===== config.mk =====
export PLATFORM = sky130hd
export DESIGN_NAME = mod_mac_accum
export DESIGN_NICKNAME = d
export VERILOG_FILES = /design/src/rtl/mod_mac_accum.sv
export SDC_FILE = /design/constraint.sdc
export NUM_CORES = 2
export LEC_CHECK = 0
export BUFFER_PORTS_ARGS = -buffer_cell sky130_fd_sc_hd__buf_2
export CAP_MARGIN = 10
export CORE_MARGIN = 2
export CORE_UTILIZATION = 55
export DETAILED_ROUTE_END_ITERATION = 16
export PLACE_DENSITY = 0.78
export SYNTH_ARGS = -nofsm -noshare
export SYNTH_HDL_FRONTEND = slang
export SYNTH_SLANG_ARGS = --single-unit

===== constraint.sdc =====
create_clock -name clk -period 7.8 [get_ports clk]
set_clock_uncertainty 0.05 [all_clocks]
set_input_delay 1.17 -clock clk [delete_from_list [all_inputs] [get_ports clk]]
set_output_delay 1.17 -clock clk [all_outputs]
set_load 0.01 [all_outputs]

===== src/rtl/mod_mac_accum.sv =====
// mod_mac_accum: modular multiply-accumulate back end for the Montgomery multiplier.
// Ports: clk, rst (async active-low); tag_valid/tag_last (operand tag),
//   prod_in (multiplier P_out); out_data/out_terms/out_valid/out_ready
//   (result handshake); overrun (sticky drop flag); busy (burst or tags in flight).
module mod_mac_accum #(
    parameter int data_width = 256,
    parameter int MUL_LAT    = 3,
    parameter int CNT_W      = 16,
    parameter logic [data_width-1:0] M =
        256'h73eda753299d7d483339d80809a1d80553bda402fffe5bfeffffffff00000001
) (
    input  logic                  clk,
    input  logic                  rst,
    input  logic                  tag_valid,
    input  logic                  tag_last,
    input  logic [data_width-1:0] prod_in,
    output logic [data_width-1:0] out_data,
    output logic [CNT_W-1:0]      out_terms,
    output logic                  out_valid,
    input  logic                  out_ready,
    output logic                  overrun,
    output logic                  busy
);

    typedef enum logic {IDLE, ACCUM} state_t;

    state_t                state_q, state_d;
    logic [MUL_LAT-1:0]    vld_q, vld_d;
    logic [MUL_LAT-1:0]    lst_q, lst_d;
    logic [data_width-1:0] acc_q;
    logic [CNT_W-1:0]      cnt_q;
    logic [data_width-1:0] out_data_q;
    logic [CNT_W-1:0]      out_terms_q;
    logic                  out_valid_q;
    logic                  overrun_q;
    logic                  busy_q;

    logic                  a_valid, a_last, first;
    logic                  done, load;
    logic [data_width-1:0] base;
    logic [data_width:0]   sum_w;
    logic [data_width-1:0] red;
    logic [CNT_W-1:0]      cnt_nxt;

    // Tag delay line; tag_last only travels with a valid tag.
    always_comb begin
        vld_d    = vld_q << 1;
        vld_d[0] = tag_valid;
        lst_d    = lst_q << 1;
        lst_d[0] = tag_valid & tag_last;
    end

    assign a_valid = vld_q[MUL_LAT-1];
    assign a_last  = lst_q[MUL_LAT-1];
    assign first   = (state_q == IDLE);

    // Both addends are < M, so a single conditional subtract reduces the sum.
    always_comb begin
        base  = first ? '0 : acc_q;
        sum_w = {1'b0, base} + {1'b0, prod_in};
        if (sum_w >= {1'b0, M})
            red = sum_w[data_width-1:0] - M;
        else
            red = sum_w[data_width-1:0];
    end

    always_comb begin
        if (first)
            cnt_nxt = CNT_W'(1);
        else if (&cnt_q)
            cnt_nxt = cnt_q;
        else
            cnt_nxt = cnt_q + CNT_W'(1);
    end

    always_comb begin
        state_d = state_q;
        if (a_valid)
            state_d = a_last ? IDLE : ACCUM;
    end

    assign done = a_valid & a_last;
    assign load = done & (~out_valid_q | out_ready);

    always_ff @(posedge clk or negedge rst) begin
        if (!rst) begin
            vld_q       <= '0;
            lst_q       <= '0;
            state_q     <= IDLE;
            acc_q       <= '0;
            cnt_q       <= '0;
            out_data_q  <= '0;
            out_terms_q <= '0;
            out_valid_q <= 1'b0;
            overrun_q   <= 1'b0;
            busy_q      <= 1'b0;
        end else begin
            vld_q   <= vld_d;
            lst_q   <= lst_d;
            state_q <= state_d;
            busy_q  <= (state_d == ACCUM) | (|vld_d);
            // acc/cnt stay stale after a burst; IDLE restarts the next one.
            if (a_valid) begin
                acc_q <= red;
                cnt_q <= cnt_nxt;
            end
            if (load) begin
                out_data_q  <= red;
                out_terms_q <= cnt_nxt;
                out_valid_q <= 1'b1;
            end else if (out_ready) begin
                out_valid_q <= 1'b0;
            end
            // Completed burst with an unconsumed result: drop it.
            if (done && !load)
                overrun_q <= 1'b1;
        end
    end

    assign out_data  = out_data_q;
    assign out_terms = out_terms_q;
    assign out_valid = out_valid_q;
    assign overrun   = overrun_q;
    assign busy      = busy_q;

endmodule


==> metrics, run 1 <==
Synth area leader=dfrtp_1; number of cell rows=115; largest cells by area after synthesis=dfrtp_1, nand2_1, ha_1; status=aborted with a tool error; H-tree Lvls=2; cell area after synthesis=54400 µm²; Last stage=global routing (5_1_grt); CTS max path bufs=3; ys async rst share=100%; register bit total from synthesis=554; Syn Nets=7848; largest net degree at the start of global routing=211; cts hold-fix bufs=0; tool error=[ERROR GRT-0232] Routing congestion too high. Check the congestion heatmap in the GUI.; synth warn=0; port buffer count=535; Num CTS Buffers=58; gp weighted congestion=1.25; GRT Overall Usage=64.0%; Syn Inst Count=7327; syn_area_per_cell=7.43 µm²; post-DP HPWL=225000 µm; Most used DFF post-synth=dfrtp_1; Worst EP Category=register data pin; Post-synth EDFFs=0; Crit. endpoint post-GRT repair=out_data[28]$_DFFE_PN0P_/D; clock root buffer=clkbuf_16; Die Y=319 µm; total grt overflow=4; post-synth top area share=25.5%; boundary pin count=536; Seq/Total Area, Yosys=25.5%; die width=319 µm; Clock Sinks=554; Initial Util=55.4%; Yosys cell types=121
[Yosys cell counts, drive strengths merged (66+ instances only)]
library cell,instances
nand2,1177
o21ai,707
a21oi,605
nor2,598
dfrtp,554
and2,318
clkbuf,305
xnor2,297
ha,259
nand4,259
nor3,205
nand3,177
xor2,174
mux2,152
a21o,117
buf,98
nor4,95
inv,82
o21bai,74
o21a,67
or3,66
[logic make-up after synthesis]
family          after synthesis  share of synthesized area [%]
fa+ha+maj                   260                           5.99
compound gates             2148                           24.6
xor+xnor                    471                           7.65
simple gates               3242                           29.3
buf+inv                     486                           3.59
flops                       554                           25.5
mux                         166                           3.40
[through the flow]
stage,instances,TNS (ns),util (%),worst slack (ns),area [µm²]
after floorplan,7327,0,-,0.300,54400
after global placement,11000,-414.31,75.8,-1.12,74500
after detailed placement,11000,-483.68,75.8,-1.24,74500
after CTS,11200,-0.726,80.0,-0.105,78600
[metal layers]
metal  overflow  track usage [%]
met5          0             10.4
met4          2             59.0
met3          0             37.9
met2          2             85.4
met1          0             69.3
[repair_timing]
| item | CTS |
|---|---|
| setup endpoints to repair | 512 |
| gates cloned | 1 |
| setup buffers | 55 |
| pin swaps | 85 |
| gates resized for setup | 331 |
==> inputs of run 2 (changes only) <==
--- a/config.mk
+++ b/config.mk
@@ -8,9 +8,9 @@
 export BUFFER_PORTS_ARGS = -buffer_cell sky130_fd_sc_hd__buf_2
 export CAP_MARGIN = 10
 export CORE_MARGIN = 2
-export CORE_UTILIZATION = 55
+export CORE_UTILIZATION = 40
 export DETAILED_ROUTE_END_ITERATION = 16
-export PLACE_DENSITY = 0.78
+export PLACE_DENSITY_LB_ADDON = 0.15
 export SYNTH_ARGS = -nofsm -noshare
 export SYNTH_HDL_FRONTEND = slang
 export SYNTH_SLANG_ARGS = --single-unit
==> run 2 against run 1 <==
Net effect:
- the flow now finishes, with violations (setup timing)
- synthesized cell count is the same
- synthesized area stayed put
==> metrics, run 2 <==
H-tree Lvls=2 (unchanged); Hold Crit Class=flop to flop; Syn Inst Count=7327 (unchanged); Die Y=373 µm (+17%); Max Freq=0.123 GHz; GRT Overall Usage=42.0%; CP peak stage delay=0.58 ns; final hold vios=0; Num CTS Buffers=61 (+5.2%); number of cell rows=135 (+17%); CTS tree=built; Most used DFF post-synth=dfrtp_1; placed cell area=76800 µm² (+3.1%); status=finished with violations; worst-path fanout max=40; commonest non-fill, non-tap cell in the layout=buf_4; Setup-failing EPs final=452; Post-synth EDFFs=0 (unchanged); gp weighted congestion=1.10 (-12%); Final Cycle Share=105%; # fillers=11900; first-pass GRT wire length=443000 µm; Initial DRC Count=7062; hold slack=0.301 ns; ys async rst share=100% (unchanged); Clock Sinks=554 (unchanged); largest cells by area after synthesis=dfrtp_1, nand2_1, ha_1; Finished Cell Area=85000 µm²; fin worst setup slack=-0.362 ns; core box area=135000 µm²; nets=10700; syn_area_per_cell=7.43 µm² (unchanged); later-pin clock latency in the skew report=0.76 ns; Synth area leader=dfrtp_1; Least-Margin Pin Slew=0.960 ns; port buffer count=535 (unchanged); Area growth syn-to-layout=56.2%; vias in the first global route=68600; clock root buffer=clkbuf_16; Rel. slew slack=36.0%; Yosys cell types=121 (unchanged); Worst IR Drop VDD=0.000367 V; cell area after synthesis=54400 µm² (unchanged); post-DP HPWL=256000 µm (+14%); critical path startpoint category=flop; register bit total from synthesis=554 (unchanged); Final Util=62.8%; RSZ-0062 raised after global routing=yes; Clock transition at path regs=0.07 ns; Routed WL=311000 µm; largest net degree at the start of global routing=166; Arrival @ worst endpoint=8.73 ns; via count=71000; fin. max-slew vios=0; CTS max path bufs=3 (unchanged); synth warn=0 (unchanged); DR WL/cell=25.9 µm; most used cell along the critical path=buf_4; drt first pass iters=6; Vias/cell=5.92; drt drc=0; WS Path Type=flop to flop; Leakage=0.0387 µW; boundary pin count=536 (unchanged); Syn Nets=7848 (unchanged); WP data required=8.37 ns; Antenna Nets Post-Route=0; Seq/Total Area, Yosys=25.5% (unchanged); top-count cell post-synth=nand2_1; max_cap viols=0; layout cell share with drive strength beyond 1=41.3%; Pwr Density=549 nW/µm²; Initial Util=40.2% (-15 points); Crit-path slowest cell=dfrtp_4; post-synth top area share=25.5% (unchanged); total grt overflow=0; die width=373 µm (+17%); minimum clock period=8.16 ns; failing checks=setup timing; Worst setup EP type=flop; synth cell count leaders=nand2_1, o21ai_0, a21oi_1; DIE AREA=139000 µm²; most frequent cells in the layout=buf_4, nand2_1, dfrtp_1; antenna violations before repair=13
-- run 2: cell counts after synthesis --
Identical to the previous run, type by type.
-- run 2: path summary, 6_finish.rpt --
kind,startpoint,endpoint,slack [ns],cells after the start
min in group asynchronous,rst,acc_q[89],0.49,1
max,state_q,out_data[31],-0.36,36
max in group asynchronous,rst,out_data[247],5.78,2
min,lst_q[0],lst_q[1],0.30,0
min reg2reg,lst_q[0],lst_q[1],0.30,0
max reg2reg,state_q,out_data[31],-0.36,36
-- run 2: final cells by class --
type                    instances  area (µm²)  area share [%]
diodes                          7        17.5          0.0206
flip-flops and latches        554       13900            16.3
multi-input cells            6287       43200            50.8
repair buffers               3166       23300            27.4
clock inverters                25         294           0.346
inverters                      83         322           0.378
well taps                    1781        2230            2.62
clock buffers                  89        1790            2.11
-- run 2: cell families after synthesis --
kind of cell | count (synthesis) | synth area share, %
compound gates | 2148 | 24.6
flops | 554 | 25.5
mux | 166 | 3.40
xor+xnor | 471 | 7.65
buf+inv | 486 | 3.59
fa+ha+maj | 260 | 5.99
simple gates | 3242 | 29.3
-- run 2: what timing repair did --
item / 4_1_cts / 5_1_grt
cloned: 2 / 5
setup endpoints to repair: 512 / 512
gates resized for setup: 416 / 645
hold buffers: 0 / 0
pin swaps: 107 / 201
setup buffers: 56 / 82
-- run 2: routing by layer --
metal	track usage (%)	vias to the layer above	share of wire (%)
li1	-	32400	-
met5	0	-	0.0087
met1	53.6	34400	41
met2	67.9	3311	45
met3	7.97	846	8.1
met4	20.8	4	6.3
-- run 2: worst max-delay path, delay by kind of cell (launching register included) --
family,cells,cell delay [ns]
AO/OA/AOI/OAI,6,1.30
XOR/XNOR,1,0.10
adder cells (fa/ha/maj),1,0.32
buffers and inverters,12,1.90
flip-flops,1,0.58
multiplexers,1,0.26
AND/OR/NAND/NOR,15,3.45
-- run 2: report_power, final --
group	internal (µW)	switching, µW	total, µW
Clock	1680	1410	3090
Combinational	17400	21000	38400
Sequential	4290	842	5130
Total	23400	23200	46600
-- run 2: per-stage QoR --
stage | worst slack (ns) | total power (µW) | cells | setup TNS [ns]
after global routing | -0.547 | 48700 | 12000 | -131.58
after global placement | -1.63 | 38000 | 11700 | -649.75
after floorplan | 0.300 | 20200 | 7327 | 0
after CTS | -0.0770 | 43200 | 11900 | -3.04
final | -0.362 | 46600 | 12000 | -64.34
after detailed placement | -1.69 | 38300 | 11700 | -722.87
(Power assumes the default switching activity.)
